`src/rtl/fibonacci_pkg.sv`:
```
// fibonacci_pkg: shared FSM state type and default widths for the Fibonacci controller.
package fibonacci_pkg;
   typedef enum logic [1:0] {IDLE, CALC, DONE} fib_state_e;
   localparam int FIB_W  = 32;
   localparam int FIB_NW = 6;
endpackage

```
`src/rtl/fibonacci_seq_ctrl_if.sv`:
```
// fibonacci_seq_ctrl_if: request/response handshake bundle between host and controller.
interface fibonacci_seq_ctrl_if
   import fibonacci_pkg::*;
#(
   parameter int W  = FIB_W,
   parameter int NW = FIB_NW
);
   logic          req_valid;
   logic          req_ready;
   logic [NW-1:0] req_n;
   logic          rsp_valid;
   logic          rsp_ready;
   logic [W-1:0]  rsp_fib;
   logic          rsp_ovf;
   logic          busy;
   modport master (output req_valid, req_n, rsp_ready,
                   input  req_ready, rsp_valid, rsp_fib, rsp_ovf, busy);
   modport slave  (input  req_valid, req_n, rsp_ready,
                   output req_ready, rsp_valid, rsp_fib, rsp_ovf, busy);
endinterface

```
`src/rtl/fibonacci_step.sv`:
```
// fibonacci_step: one combinational Fibonacci add; saturates on carry when FIB_SAT_EN is defined.
module fibonacci_step #(
   parameter int W = 32
) (
   input  logic [W-1:0] a,
   input  logic [W-1:0] b,
   output logic [W-1:0] next,
   output logic         carry
);
   logic [W:0] sum;
   assign sum   = {1'b0, a} + {1'b0, b};
   assign carry = sum[W];
`ifdef FIB_SAT_EN
   // once b is all-ones every later add carries, so saturation is self-sustaining
   assign next = carry ? {W{1'b1}} : sum[W-1:0];
`else
   assign next = sum[W-1:0];
`endif
endmodule

```
`src/rtl/fibonacci_seq_ctrl.sv`:
```
// fibonacci_seq_ctrl: single-request Fib(n) sequencer over fibonacci_step with valid/ready ports.
// Build option FIB_SAT_EN selects saturating instead of wrapping results.
module fibonacci_seq_ctrl
   import fibonacci_pkg::*;
#(
   parameter int             W     = FIB_W,
   parameter int             NW    = FIB_NW,
   parameter logic [W-1:0]   Seed1 = '0,
   parameter logic [W-1:0]   Seed2 = W'(1)
) (
   input logic          clk,
   input logic          rst,
   fibonacci_seq_ctrl_if.slave bus
);
   fib_state_e    state, state_nx;
   logic [W-1:0]  a, b, next, fib_q;
   logic [NW-1:0] cnt;
   logic          ovf, ovf_q, carry, accept, last;

   assign accept = bus.req_valid && bus.req_ready;
   assign last   = cnt == NW'(1);

   fibonacci_step #(.W(W)) u_step (.a(a), .b(b), .next(next), .carry(carry));

   always_ff @(posedge clk)
      if (rst) state <= IDLE;
      else     state <= state_nx;

   always_comb begin
      state_nx = state;
      unique case (state)
         IDLE:    state_nx = accept ? ((bus.req_n == '0) ? DONE : CALC) : IDLE;
         CALC:    state_nx = last ? DONE : CALC;
         DONE:    state_nx = bus.rsp_ready ? IDLE : DONE;
         default: state_nx = IDLE;
      endcase
   end

   assign bus.req_ready = (state == IDLE) && !rst;
   assign bus.rsp_valid = state == DONE;
   assign bus.busy      = state != IDLE;
   assign bus.rsp_fib   = fib_q;
   assign bus.rsp_ovf   = ovf_q;

   always_ff @(posedge clk) begin
      if (rst) begin
         a     <= '0;
         b     <= '0;
         cnt   <= '0;
         ovf   <= 1'b0;
         fib_q <= '0;
         ovf_q <= 1'b0;
      end else if (state == IDLE && accept) begin
         a   <= Seed1;
         b   <= Seed2;
         cnt <= bus.req_n;
         ovf <= 1'b0;
         if (bus.req_n == '0) begin
            fib_q <= Seed1;
            ovf_q <= 1'b0;
         end
      end else if (state == CALC) begin
         // cnt stops at 1, so n = 2**NW-1 never wraps the counter
         if (last) begin
            fib_q <= b;
            ovf_q <= ovf;
         end else begin
            a   <= b;
            b   <= next;
            ovf <= ovf | carry;
            cnt <= cnt - NW'(1);
         end
      end
   end
endmodule
```
`src/flat_wrapper.sv`:
```
// flat-port wrapper written by rule: the top's interface ports become plain ports
module fibonacci_seq_ctrl_flat import fibonacci_pkg::*;
#(
   parameter int             W     = FIB_W,
   parameter int             NW    = FIB_NW,
   parameter logic [W-1:0]   Seed1 = '0,
   parameter logic [W-1:0]   Seed2 = W'(1)
)
  (clk, rst, bus_req_valid, bus_req_n, bus_rsp_ready, bus_req_ready, bus_rsp_valid, bus_rsp_fib, bus_rsp_ovf, bus_busy);
  fibonacci_seq_ctrl_if #(.W(W), .NW(NW)) bus_i ();
  input logic clk;
  input logic rst;
  input wire logic [$bits(bus_i.req_valid)-1:0] bus_req_valid;
  input wire logic [$bits(bus_i.req_n)-1:0] bus_req_n;
  input wire logic [$bits(bus_i.rsp_ready)-1:0] bus_rsp_ready;
  output wire logic [$bits(bus_i.req_ready)-1:0] bus_req_ready;
  output wire logic [$bits(bus_i.rsp_valid)-1:0] bus_rsp_valid;
  output wire logic [$bits(bus_i.rsp_fib)-1:0] bus_rsp_fib;
  output wire logic [$bits(bus_i.rsp_ovf)-1:0] bus_rsp_ovf;
  output wire logic [$bits(bus_i.busy)-1:0] bus_busy;
  assign bus_i.req_valid = bus_req_valid;
  assign bus_i.req_n = bus_req_n;
  assign bus_i.rsp_ready = bus_rsp_ready;
  assign bus_req_ready = bus_i.req_ready;
  assign bus_rsp_valid = bus_i.rsp_valid;
  assign bus_rsp_fib = bus_i.rsp_fib;
  assign bus_rsp_ovf = bus_i.rsp_ovf;
  assign bus_busy = bus_i.busy;
  fibonacci_seq_ctrl #(.W(W), .NW(NW), .Seed1(Seed1), .Seed2(Seed2)) u_core (.clk(clk), .rst(rst), .bus(bus_i));
endmodule
```
`config.mk`:
```
export PLATFORM = sky130hd
export DESIGN_NAME = fibonacci_seq_ctrl_flat
export DESIGN_NICKNAME = d
export VERILOG_FILES = /design/src/rtl/fibonacci_pkg.sv /design/src/rtl/fibonacci_seq_ctrl_if.sv /design/src/rtl/fibonacci_step.sv /design/src/rtl/fibonacci_seq_ctrl.sv /design/src/flat_wrapper.sv
export SDC_FILE = /design/constraint.sdc
export NUM_CORES = 1
export LEC_CHECK = 0
export BUFFER_PORTS_ARGS = -buffer_cell sky130_fd_sc_hd__buf_2
export CAP_MARGIN = 20
export CELL_PAD_IN_SITES_DETAIL_PLACEMENT = 1
export CELL_PAD_IN_SITES_GLOBAL_PLACEMENT = 2
export CORE_AREA = 2 2 123 125
export CTS_CLUSTER_DIAMETER = 80
export DETAILED_ROUTE_END_ITERATION = 10
export DIE_AREA = 0 0 125 127
export GPL_TIMING_DRIVEN = 0
export PLACE_DENSITY = 0.84
export SLEW_MARGIN = 20
export SYNTH_ARGS = -nofsm -noshare
export SYNTH_HDL_FRONTEND = slang
export SYNTH_SLANG_ARGS = --single-unit
```
`constraint.sdc`:
```
create_clock -name clk -period 6.5 [get_ports clk]
set_input_delay 0 -clock clk [delete_from_list [all_inputs] [get_ports clk]]
set_output_delay 0 -clock clk [all_outputs]
set_load 0.01 [all_outputs]
```
# Yosys cells after proc, flatten, opt, wreduce, memory -nomap -nowiden
# Index checks and enable logic that the tools add are counted.
dict set report totals {
  regBits 106
  input_bits 10
  out_inout_bits 36
}
dict set report op_classes {
  add_sub_neg 2
  eq_ne 5
  mux 19
  bitwise_logic 2
  reduce_logical 13
}
# cell n
set op_table {}
lappend op_table {{$mux 32} 4}
lappend op_table {{$add 32x32->33} 1}
lappend op_table {{$mux 6} 3}
lappend op_table {{$mux 2} 4}
lappend op_table {{$mux 1} 7}
lappend op_table {{$eq 6x1->1 const B} 1}
lappend op_table {{$logic_not 6->1} 1}
lappend op_table {{$pmux 2 s3} 1}
lappend op_table {{$reduce_bool 2->1} 3}
lappend op_table {{$sub 6x1->6 const B} 1}
lappend op_table {{$ne 2x2->1 const B} 2}
lappend op_table {{$reduce_and 2->1} 2}
lappend op_table {{$logic_and 1x1->1} 3}
lappend op_table {{$reduce_and 3->1} 1}
lappend op_table {{$eq 2x1->1 const B} 1}
lappend op_table {{$eq 2x2->1 const B} 1}
lappend op_table {{$logic_not 2->1} 1}
lappend op_table {{$reduce_or 2->1} 1}
lappend op_table {{$logic_not 1->1} 1}
lappend op_table {{$not 1->1} 1}
lappend op_table {{$or 1x1->1} 1}

# Logic depth before layout (Yosys ltp)
# Gate-level depths: netlist (run 1).
dict set report logic_depth {
  word_depth 6
  mapped_depth 9
  mapped_depth_nobuf 9
}

# By module
# From an unflattened synthesis (run 1), not the netlist that was laid out.
dict set report unflattened {
  hier_cells 686
  hier_area_um2 5615.4
}
# mod n_inst cells_per_inst area_per_inst_um2 seq_area_each_um2
set modules_own_cells {}
lappend modules_own_cells {fibonacci_seq_ctrl 1 427 3788.6 2122.0}
lappend modules_own_cells {fibonacci_step 1 259 1826.8 0.0}

# Worst setup path after synthesis (run 1)
# No wires, ideal clock.
dict set report synth_timing {
  path_kind {register -> register}
  startpoint {reg u_core.b[0]}
  endpoint {reg u_core.ovf}
  arrival_time_ps 2113
  setup_slack_ps 4270
  path_stages_with_launch 10
  synth_period_minus_slack_ps 2230
  path_cell_list {dfxtp_1 ha_1 fa_1 a21o_1 a31oi_1 nor2_1 a31o_4 o31ai_4 o211ai_1 o211a_1}
}
dict set report synth_between {
  elab_chain_len 2
}
# item line
set synth_lines {}
lappend synth_lines {{start: declaration} fibonacci_seq_ctrl.sv:16} ;# logic [W-1:0] a, b, next, fib_q;
lappend synth_lines {{start signal: assignment} fibonacci_seq_ctrl.sv:69} ;# b <= next;
lappend synth_lines {{$add 32x32->33} fibonacci_step.sv:11} ;# assign sum = {1'b0, a} + {1'b0, b};
lappend synth_lines {{$or 1x1->1} fibonacci_seq_ctrl.sv:70} ;# ovf <= ovf | carry;
lappend synth_lines {{end signal: assignment} fibonacci_seq_ctrl.sv:70}
lappend synth_lines {{end: declaration} fibonacci_seq_ctrl.sv:18} ;# logic ovf, ovf_q, carry, accept, last;
# Every way passes these cells.
# A chain may end at the register's enable or synchronous reset.

# Final worst setup path (run 1)
dict set report layout_timing {
  startpoint {reg u_core.b[0]}
  endpoint {reg u_core.b[30]}
}
dict set report layout_between {
  elab_chain_len 1
}
# item line
set layout_lines {}
lappend layout_lines {{$add 32x32->33} fibonacci_step.sv:11}
# Every way passes these cells.

==> metrics.txt, run 1 <==
final core utilization 44.15%; maxcap violations 0; largest net degree at the start of global routing 17; HP Class input pin to register; Arr. time, crit path 2950 ps; CP max stage cell fa_1; Core Footprint 0.01442 mm2; synth top area cells dfxtp_1, nand2_1, a21oi_1; Critical Path End Type register; mux cell area share after synthesis 0.7157%; Antenna Violating Nets Remaining 0; Comb power frac 11.3%; TritonRoute pass-1 iters 4; post-synthesis adder-cell area fraction 7.962%; Final Hold Vio Count 0; Synth Flop Type dfxtp_1; I/O pin total 46; layout cell share with drive strength beyond 1 11.17%; crit share post-route 40.79%; initial drt markers 306; setup TNS 0 ps; Syn Area/Cell 7.946 um2; Routed WL per cell 18.31 um; Int Pwr 0.9574 mW; Yosys cell types 59; synth cell count leaders nand2_1, dfxtp_1, a21oi_1; Tot GR Track Use 22.55%; RSZ-0062 raised after global routing false; Clk pwr share 38.3%; CTS tree yes; starting density of the core 38.78%; complex-gate fraction of the synthesized area 26.19%; Synth top area share 37.93%; DRC viols 0; clock skew 4.746 ps; Net Sw Frac 28.21%; die span in x 125 um; hold path startpoint bus_req_valid; Longest Clk Path Bufs 2; slowest stage delay, CP 420 ps; vias per cell 5.648; Port Buffers 44; VDD IR max 0.0001253 V; Area growth syn-to-layout 13.84%; simple-gate area share of the yosys netlist 19.55%; R2R setup slack 3850 ps; initial antenna violation count 0; clk_lat worst skew 360 ps; Reg clk slew, reported paths 70 ps; number of cells on the worst reg-to-reg path 9; CTS root buffer clkbuf_16; critical-path maximum fanout 6; R2R Path End u_core.b[30]; Psw 0.3761 mW; Post-CTS Setup Inserts 0; XOR/XNOR Fraction of Synth Area 3.601%; worst path cell trace ha_1, fa_1, a21o_1, a31oi_1, o21ai_1, a21oi_2, o211ai_2, a211o_1, nand3_1; # rows 44; sequential power share 50.4%; outcome finished, final reports clean; TritonCTS Buffers 9; Worst-Margin Slew 927.9 ps; dpl hpwl 12880 um; minimum clock period 2651 ps; ANT cells 0; height of the die 127 um; Max H-tree Level 3; full die area 0.01588 mm2; WP data required 6800 ps; vias 5388; Max Fclk 0.3772 GHz; Yosys reg bits 106; largest area contributor in the netlist dfxtp_1; final wirelength 17470 um; Netlist Area Pre-Place 0.005594 mm2; Hold Path Depth 5; Crit Reg-Reg Startpoint u_core.b[0]; largest family of logic cells by synthesized area compound AO/OA/AOI/OAI gates; crit path kind register to register; post_cts resized 0; async set-reset flop share out of synthesis 0%; register area share after synthesis 37.93%; Final nets 810; global-route wire length before repair 28850 um; post-synth net total 749; Post-synth EDFFs 0; Pwr Density 209.4 mW/mm2; Worst Hold Path EP u_core.state[0]; max-slew violation count 0; yosys warns 0; Leak Pwr 2.481 nW; total gr overflow 0; # clock sinks 106; CP startpoint kind register; Syn Inst Count 704; CTS hold repair buffers 6; top-count cell post-synth nand2_1; vias in the first global route 5535; slew margin rel. 38.14%; setup violation total in the final timing report 0; gp weighted congestion 0.8693
==> cells by family after synthesis <==
kind of cell	count (synthesis)
AO/OA/AOI/OAI	223
XOR/XNOR	23
adder cells (fa/ha/maj)	35
buffers and inverters	52
flip-flops	106
multiplexers	4
AND/OR/NAND/NOR	261
==> power groups by stage <==
stage          logic, mW  clock network [mW]  registers [mW]
3_5_place_dp       0.147                   0           0.686
3_3_place_gp       0.142                   0           0.686
6_report           0.150               0.511           0.672
2_1_floorplan     0.0915                   0           0.683
4_1_cts            0.152               0.523           0.671
5_1_grt            0.165               0.548           0.673
==> flip-flops by register name (all words and copies together) (netlist names) <==
signal	count
u_core.a	32
u_core.ovf	1
u_core.bus.rsp_fib	32
u_core.cnt	6
u_core.bus.rsp_ovf	1
u_core.state	2
u_core.b	32
==> placed cells by master, fill, tap and decap left out, types with 12 or more instances in the layout <==
cell	Yosys	routed
xnor2_1	13	13
clkbuf_1	22	24
buf_2	13	57
nand3_1	16	16
ha_1	34	34
a22oi_1	34	34
o21ai_0	39	39
a21oi_1	86	86
nand2_1	129	129
inv_1	12	12
nor2_1	78	78
dfxtp_1	106	106
==> per-layer routing <==
layer	part of all wire, %	up-vias	GRT usage, %
met3	3.6	29	2.764
met5	0	-	0
li1	-	2618	-
met2	47	110	37.72
met4	2.7	0	9.020
met1	47	2631	29.81
==> critical path, delay by kind of cell, from the launching register on <==
kind	cells	cell delay (ps)
AO/OA/AOI/OAI	6	1520
flip-flops	1	350
adder cells (fa/ha/maj)	2	660
AND/OR/NAND/NOR	1	80
==> stage by stage <==
| stage | cells | setup WS, ps | power, mW | instance area, um2 | hold WS (ps) |
|---|---|---|---|---|---|
| 2_1_floorplan | 704 | 4270 | 0.7743 | 5594 | 136.0 |
| 3_3_place_gp | 932 | 3949 | 0.8276 | 6045 | 263.0 |
| 3_5_place_dp | 932 | 3916 | 0.8338 | 6045 | 277.1 |
| 4_1_cts | 954 | 3906 | 1.346 | 6369 | 43.56 |
| 5_1_grt | 954 | 3709 | 1.387 | 6369 | 111.7 |
| 6_report | 954 | 3849 | 1.333 | 6369 | 63.92 |
==> worst max path at each step <==
stage,startpoint,end,slack [ps],depth (start not counted)
global route,u_core.state[1],u_core.b[17],3710,5
floorplan,u_core.b[0],u_core.ovf,4270,9
global placement,u_core.b[0],u_core.b[30],3950,9
CTS,u_core.state[1],u_core.b[15],3910,5
detailed placement,u_core.state[1],u_core.b[11],3920,5
finish,u_core.b[0],u_core.b[30],3850,9
==> cell type report <==
type | instances | area (um2)
plain buffers | 40 | 181.4
clock buffers | 11 | 232.7
clock inverters | 5 | 31.28
fillers | 1809 | 8055
inverters | 12 | 45.04
multi-input cells | 546 | 3246
flip-flops and latches | 106 | 2122
well taps | 184 | 230.2
repair buffers | 50 | 280.3
No activity file was read; power rests on OpenSTA's default activity.
==> inputs of run 2 (changes only) <==
CORE_AREA = 2 2 136 138   (was 2 2 123 125)
DIE_AREA = 0 0 138 140   (was 0 0 125 127)
PLACE_DENSITY = 0.73   (was 0.84)
clock period = 2.2 ns   (was 6.5 ns; I/O delays follow)
==> run 2 against run 1 <==
The run now ends with setup timing left; critical path depth unchanged; final area increased by 11%; wire length increased by 7.9%; die area increased by 22%; sequential share of layout area decreased by 2.9 points; critical endpoint is now u_core.b[28].
==> metrics.txt, run 2 (synthesis results as in run 1) <==
Net Sw Frac 26.44% (was 28.21%); setup violation total in the final timing report 7 (was 0); Port Buffers 44 (unchanged); vias in the first global route 5636 (was 5535); full die area 0.01932 mm2 (was 0.01588 mm2); maxcap violations 0 (unchanged); global-route wire length before repair 30240 um (was 28850 um); sequential power share 46.0% (was 50.4%); TritonRoute pass-1 iters 4 (unchanged); I/O pin total 46 (unchanged); CTS tree yes (unchanged); Cells after DPL 977 (was 932); Finished Layout Cells 1020 (was 954); vias per cell 5.298 (was 5.648); CP startpoint kind register (unchanged); CP max stage cell fa_2 (was fa_1); clk_lat worst skew 360 ps (about the same); max-slew violation count 0 (unchanged); TritonCTS Buffers 9 (unchanged); gp weighted congestion 0.8697 (was 0.8693); starting density of the core 31.46% (was 38.78%); fin area 0.007058 mm2 (was 0.006369 mm2); worst path cell trace ha_4, fa_2, a21o_1, a31oi_4, nor2_4, a31o_4, o31ai_4, xor2_1, o21ai_1 (was ha_1, fa_1, a21o_1, a31oi_1, o21ai_1, a21oi_2, o211ai_2, a211o_1, nand3_1); slowest stage delay, CP 360 ps (was 420 ps); Reg clk slew, reported paths 70 ps (about the same); total gr overflow 0 (unchanged); final wirelength 18840 um (was 17470 um); vias 5404 (was 5388); Int Pwr 3.176 mW (was 0.9574 mW); crit path kind register to register (unchanged); Worst-Margin Slew 714.8 ps (was 927.9 ps); failing checks setup timing; Met1 Wirelength 8736 um (was 8193 um); final core utilization 39.70% (was 44.15%); most common cell after layout, fill and taps aside nand2_1 (unchanged); Core Footprint 0.01778 mm2 (was 0.01442 mm2); DRC viols 0 (unchanged); VDD IR max 0.0005374 V (was 0.0001253 V); met3 wire len 561 um (was 637 um); Leak Pwr 2.668 nW (was 2.481 nW); # clock sinks 106 (unchanged); critical-path maximum fanout 3 (was 6); Final nets 831 (was 810); crit share post-route 102.9% (was 40.79%); initial drt markers 245 (was 306); initial antenna violation count 0 (unchanged); Max H-tree Level 3 (unchanged); Tot GR Track Use 19.37% (was 22.55%); Psw 1.141 mW (was 0.3761 mW); Area after DPL 0.006101 mm2 (was 0.006045 mm2); Final Hold Vio Count 0 (unchanged); commonest cells after routing, fill and taps aside nand2_1, dfxtp_1, nor2_1, a21oi_1, buf_2 (was nand2_1, dfxtp_1, a21oi_1, nor2_1, buf_2); Arr. time, crit path 2510 ps (was 2950 ps); Routed WL per cell 18.47 um (was 18.31 um); dpl hpwl 13400 um (was 12880 um); HP Class input pin to register (unchanged); Comb power frac 11.1% (was 11.3%); # rows 49 (was 44); slew margin rel. 52.34% (was 38.14%); WP data required 2440 ps (was 6800 ps); Clk pwr share 42.9% (was 38.3%); CTS root buffer clkbuf_16 (unchanged); pre-CTS setup slack -411.3 ps (was 3916 ps); Max Fclk 0.4419 GHz (was 0.3772 GHz); minimum clock period 2263 ps (was 2651 ps); Critical Path End Type register (unchanged); uppermost layer routed met4 (unchanged); met2 wire length 9218 um (was 8167 um); clock skew 9.228 ps (was 4.746 ps); ANT cells 0 (unchanged); height of the die 140 um (was 127 um); Area growth syn-to-layout 26.17% (was 13.84%); die span in x 138 um (was 125 um); layout cell share with drive strength beyond 1 23.26% (was 11.17%); Antenna Violating Nets Remaining 0 (unchanged); worst setup margin -63.05 ps (was 3849 ps); largest net degree at the start of global routing 17 (unchanged); Pwr Density 611.7 mW/mm2 (was 209.4 mW/mm2); RSZ-0062 raised after global routing true (was false); outcome complete, but fails checks (was finished, final reports clean); setup TNS -205.8 ps (was 0 ps); Longest Clk Path Bufs 2 (unchanged)
## run 2: cell types whose count changed in the layout (fill, tap and decap cells not counted), sizes merged
cell,previous run,this run
buf,62,84
clkinvlp,1,0
clkinv,4,0
inv,12,13
bufinv,0,2
clkbuf,33,34
## run 2: path summary, 6_finish.rpt
check	start	endpoint	slack (ps)	cells after the start
min	bus_req_n[2]	u_core.cnt[2]	80	4
max reg2reg	u_core.b[0]	u_core.b[28]	-60	9
max	u_core.b[0]	u_core.b[28]	-60	9
min reg2reg	u_core.a[27]	u_core.a[27]	460	2
## run 2: critical path: cells and delay by family (launching register included)
kind | cells | cell delay (ps)
DFF | 1 | 340
AOI/OAI and AO/OA | 5 | 1020
and+or+nand+nor | 1 | 80
xor gates and xnor gates | 1 | 180
adders and majority gates | 2 | 520
## run 2: final cells by class
type                    count  area (um2)
clock buffers              13       270.3
plain buffers              38       186.4
flip-flops and latches    106        2147
clock inverters             3       68.82
fillers                  2160       10720
inverters                  12       45.04
well taps                 229       286.5
repair buffers             73       460.4
multi-input cells         546        3593
## run 2: power groups by stage
stage          clock network [mW]  logic, mW  registers (mW)
2_1_floorplan                   0      0.270            2.02
3_3_place_gp                    0      0.429            2.03
3_5_place_dp                    0      0.440            2.03
4_1_cts                      1.91      0.466            1.98
5_1_grt                      1.98      0.528            1.99
6_report                     1.85      0.478            1.99
## run 2: layer usage
layer	vias up	track usage (%)
met1	2661	25.14
li1	2660	-
met2	66	33.40
met5	-	0
met4	0	5.961
met3	17	2.838
## run 2: per-stage QoR
step / hold slack, ps / power [mW]
2_1_floorplan: 136.0 / 2.288
3_3_place_gp: 253.3 / 2.456
3_5_place_dp: 268.6 / 2.470
4_1_cts: 66.53 / 4.361
5_1_grt: 112.3 / 4.500
6_report: 81.02 / 4.317
## run 2: timing repair
item / CTS / global route
hold endpoints to repair: 6 / 0
cloned: 0 / 0
gates resized for setup: 54 / 62
buffers inserted: 9 / 14
pin swaps: 26 / 17
setup endpoints to repair: 63 / 86
hold buffers: 6 / 0
==> inputs of run 3 (changes only) <==
RECOVER_POWER = 50   (was not set)
==> run 3 against run 2 <==
The flow still finishes with violations (setup timing); register-to-register slack hardly changed; die area did not move; via count up 0.63%; worst setup slack got worse by 2.5 ps; clock power is essentially flat; cell count unchanged; first-iteration DRC count is 13% lower; clock skew decreased by 1.8 ps; final area fell by 0.94%; critical path depth unchanged; sequential power about the same; critical endpoint unchanged; highest routed layer unchanged.
==> metrics.txt, run 3 (synthesis results as in run 1) <==
outcome complete, but fails checks (unchanged); failing checks setup timing (unchanged); # rows 49 (unchanged); starting density of the core 31.46% (unchanged); most common cell after layout, fill and taps aside nand2_1 (unchanged); dpl hpwl 13400 um (unchanged); CP max stage cell fa_2 (unchanged); worst path cell trace ha_4, fa_2, a21o_1, a31oi_4, nor2_4, a31o_4, o31ai_4, xor2_1, o21ai_1 (unchanged); CTS tree yes (unchanged); commonest cells after routing, fill and taps aside nand2_1, dfxtp_1, nor2_1, a21oi_1, clkbuf_1 (was nand2_1, dfxtp_1, nor2_1, a21oi_1, buf_2); clock skew 7.386 ps (was 9.228 ps); TritonCTS Buffers 9 (unchanged); full die area 0.01932 mm2 (unchanged); height of the die 140 um (unchanged); slowest stage delay, CP 360 ps (about the same); Reg clk slew, reported paths 70 ps (about the same); vias 5438 (was 5404); WP data required 2450 ps (was 2440 ps); slew margin rel. 53.40% (was 52.34%); # fillers 2175 (was 2160); vias per cell 5.331 (was 5.298); CP startpoint kind register (unchanged); initial drt markers 212 (was 245); setup TNS -222.8 ps (was -205.8 ps); HP Class input pin to register (unchanged); Leak Pwr 2.504 nW (was 2.668 nW); global-route wire length before repair 30240 um (unchanged); CTS root buffer clkbuf_16 (unchanged); Cells after DPL 977 (unchanged); initial antenna violation count 0 (unchanged); final wirelength 18800 um (was 18840 um); Core Footprint 0.01778 mm2 (unchanged); Port Buffers 44 (unchanged); Multi-input gate area 0.003577 mm2 (was 0.003593 mm2); Storage cell area 0.002147 mm2 (unchanged); Worst-Margin Slew 699.0 ps (was 714.8 ps); WHS 85.75 ps (was 81.02 ps); Antenna Violating Nets Remaining 0 (unchanged); Crit Reg-Reg Startpoint u_core.b[0] (unchanged); layout cell share with drive strength beyond 1 18.33% (was 23.26%); crit share post-route 103.0% (was 102.9%); worst setup margin -65.59 ps (was -63.05 ps); minimum clock period 2266 ps (was 2263 ps); Max H-tree Level 3 (unchanged); gp weighted congestion 0.8697 (unchanged); setup violation total in the final timing report 7 (unchanged); Final Hold Vio Count 0 (unchanged); Arr. time, crit path 2510 ps (about the same); Pwr Density 617.2 mW/mm2 (was 611.7 mW/mm2); Routed WL per cell 18.43 um (was 18.47 um); total gr overflow 0 (unchanged); crit path kind register to register (unchanged); clk_lat worst skew 360 ps (about the same); vias in the first global route 5636 (unchanged); die span in x 138 um (unchanged); hold path startpoint bus_req_n[2] (unchanged); Max Fclk 0.4414 GHz (was 0.4419 GHz); critical-path maximum fanout 3 (unchanged); RSZ-0062 raised after global routing true (unchanged); ANT cells 0 (unchanged); # clock sinks 106 (unchanged); Area growth syn-to-layout 24.98% (was 26.17%); max-slew violation count 0 (unchanged); largest net degree at the start of global routing 17 (unchanged); Tot GR Track Use 19.37% (unchanged); Final nets 831 (unchanged); Critical Path End Type register (unchanged); DRC viols 0 (unchanged); TritonRoute pass-1 iters 4 (unchanged); I/O pin total 46 (unchanged); CP startpoint u_core.b[0] (unchanged); VDD IR max 0.0005409 V (was 0.0005374 V); Longest Clk Path Bufs 2 (unchanged); Finished Layout Cells 1020 (unchanged); maxcap violations 0 (unchanged)
run 3: cell types whose count changed in the layout (fill, tap and decap cells not counted):
cell and delta:
a41oi_4 -1, clkbuf_1 +39, nor3_2 -1, a41oi_2 +1
nor3_1 +1, buf_2 -37, buf_4 -1, buf_1 -1
run 3: layout make-up:
type                            count  share of cell area, %
Clock buffer                       13                  3.865
Inverter                           12                 0.6442
Sequential cell                   106                  30.71
Tap cell                          229                  4.098
Timing Repair Buffer               73                  5.888
Buffer                             38                  2.649
Clock inverter                      3                 0.9843
Multi-Input combinational cell    546                  51.16
run 3: critical path: cells and delay by family, from the launching register on:
kind | cells | cell delay [ps]
AND/OR/NAND/NOR | 1 | 80
flip-flops | 1 | 340
adder cells (fa/ha/maj) | 2 | 520
AO/OA/AOI/OAI | 5 | 1030
XOR/XNOR | 1 | 180
run 3: where the power goes:
part           internal [mW]  switching [mW]
Clock                   1.10           0.762
Combinational          0.127           0.344
Sequential              1.95          0.0380
Total                   3.17            1.14
run 3: final timing paths:
path,endpoint,slack (ps),cells after the start
max reg2reg,u_core.b[28],-70,9
min reg2reg,u_core.a[27],460,2
max,u_core.b[28],-70,9
min,u_core.cnt[2],90,4
run 3: repair_timing:
action / CTS / global route
resized for setup: 54 / 62
hold endpoints to repair: 6 / 0
endpoints found under the setup margin: 63 / 86
gates cloned: 0 / 0
pin swaps: 26 / 17
buffers inserted: 9 / 14
hold buffers: 6 / 0
run 3: through the flow:
stage	instance area, um2	power (mW)	utilization, %	setup WS, ps
after floorplan	5594	2.288	-	9.102
final	6992	4.315	39.32	-65.59
after global routing	6992	4.494	39.32	-150.0
after global placement	6101	2.456	34.31	-402.9
after detailed placement	6101	2.470	34.31	-411.3
after CTS	6795	4.361	38.22	-82.70
run 3: routing by layer:
metal	vias to the layer above	share of wire, %	GRT usage, %
li1	2661	-	-
met1	2684	46	25.14
met2	77	49	33.40
met3	16	2.8	2.838
met4	0	1.6	5.961
met5	-	0	0
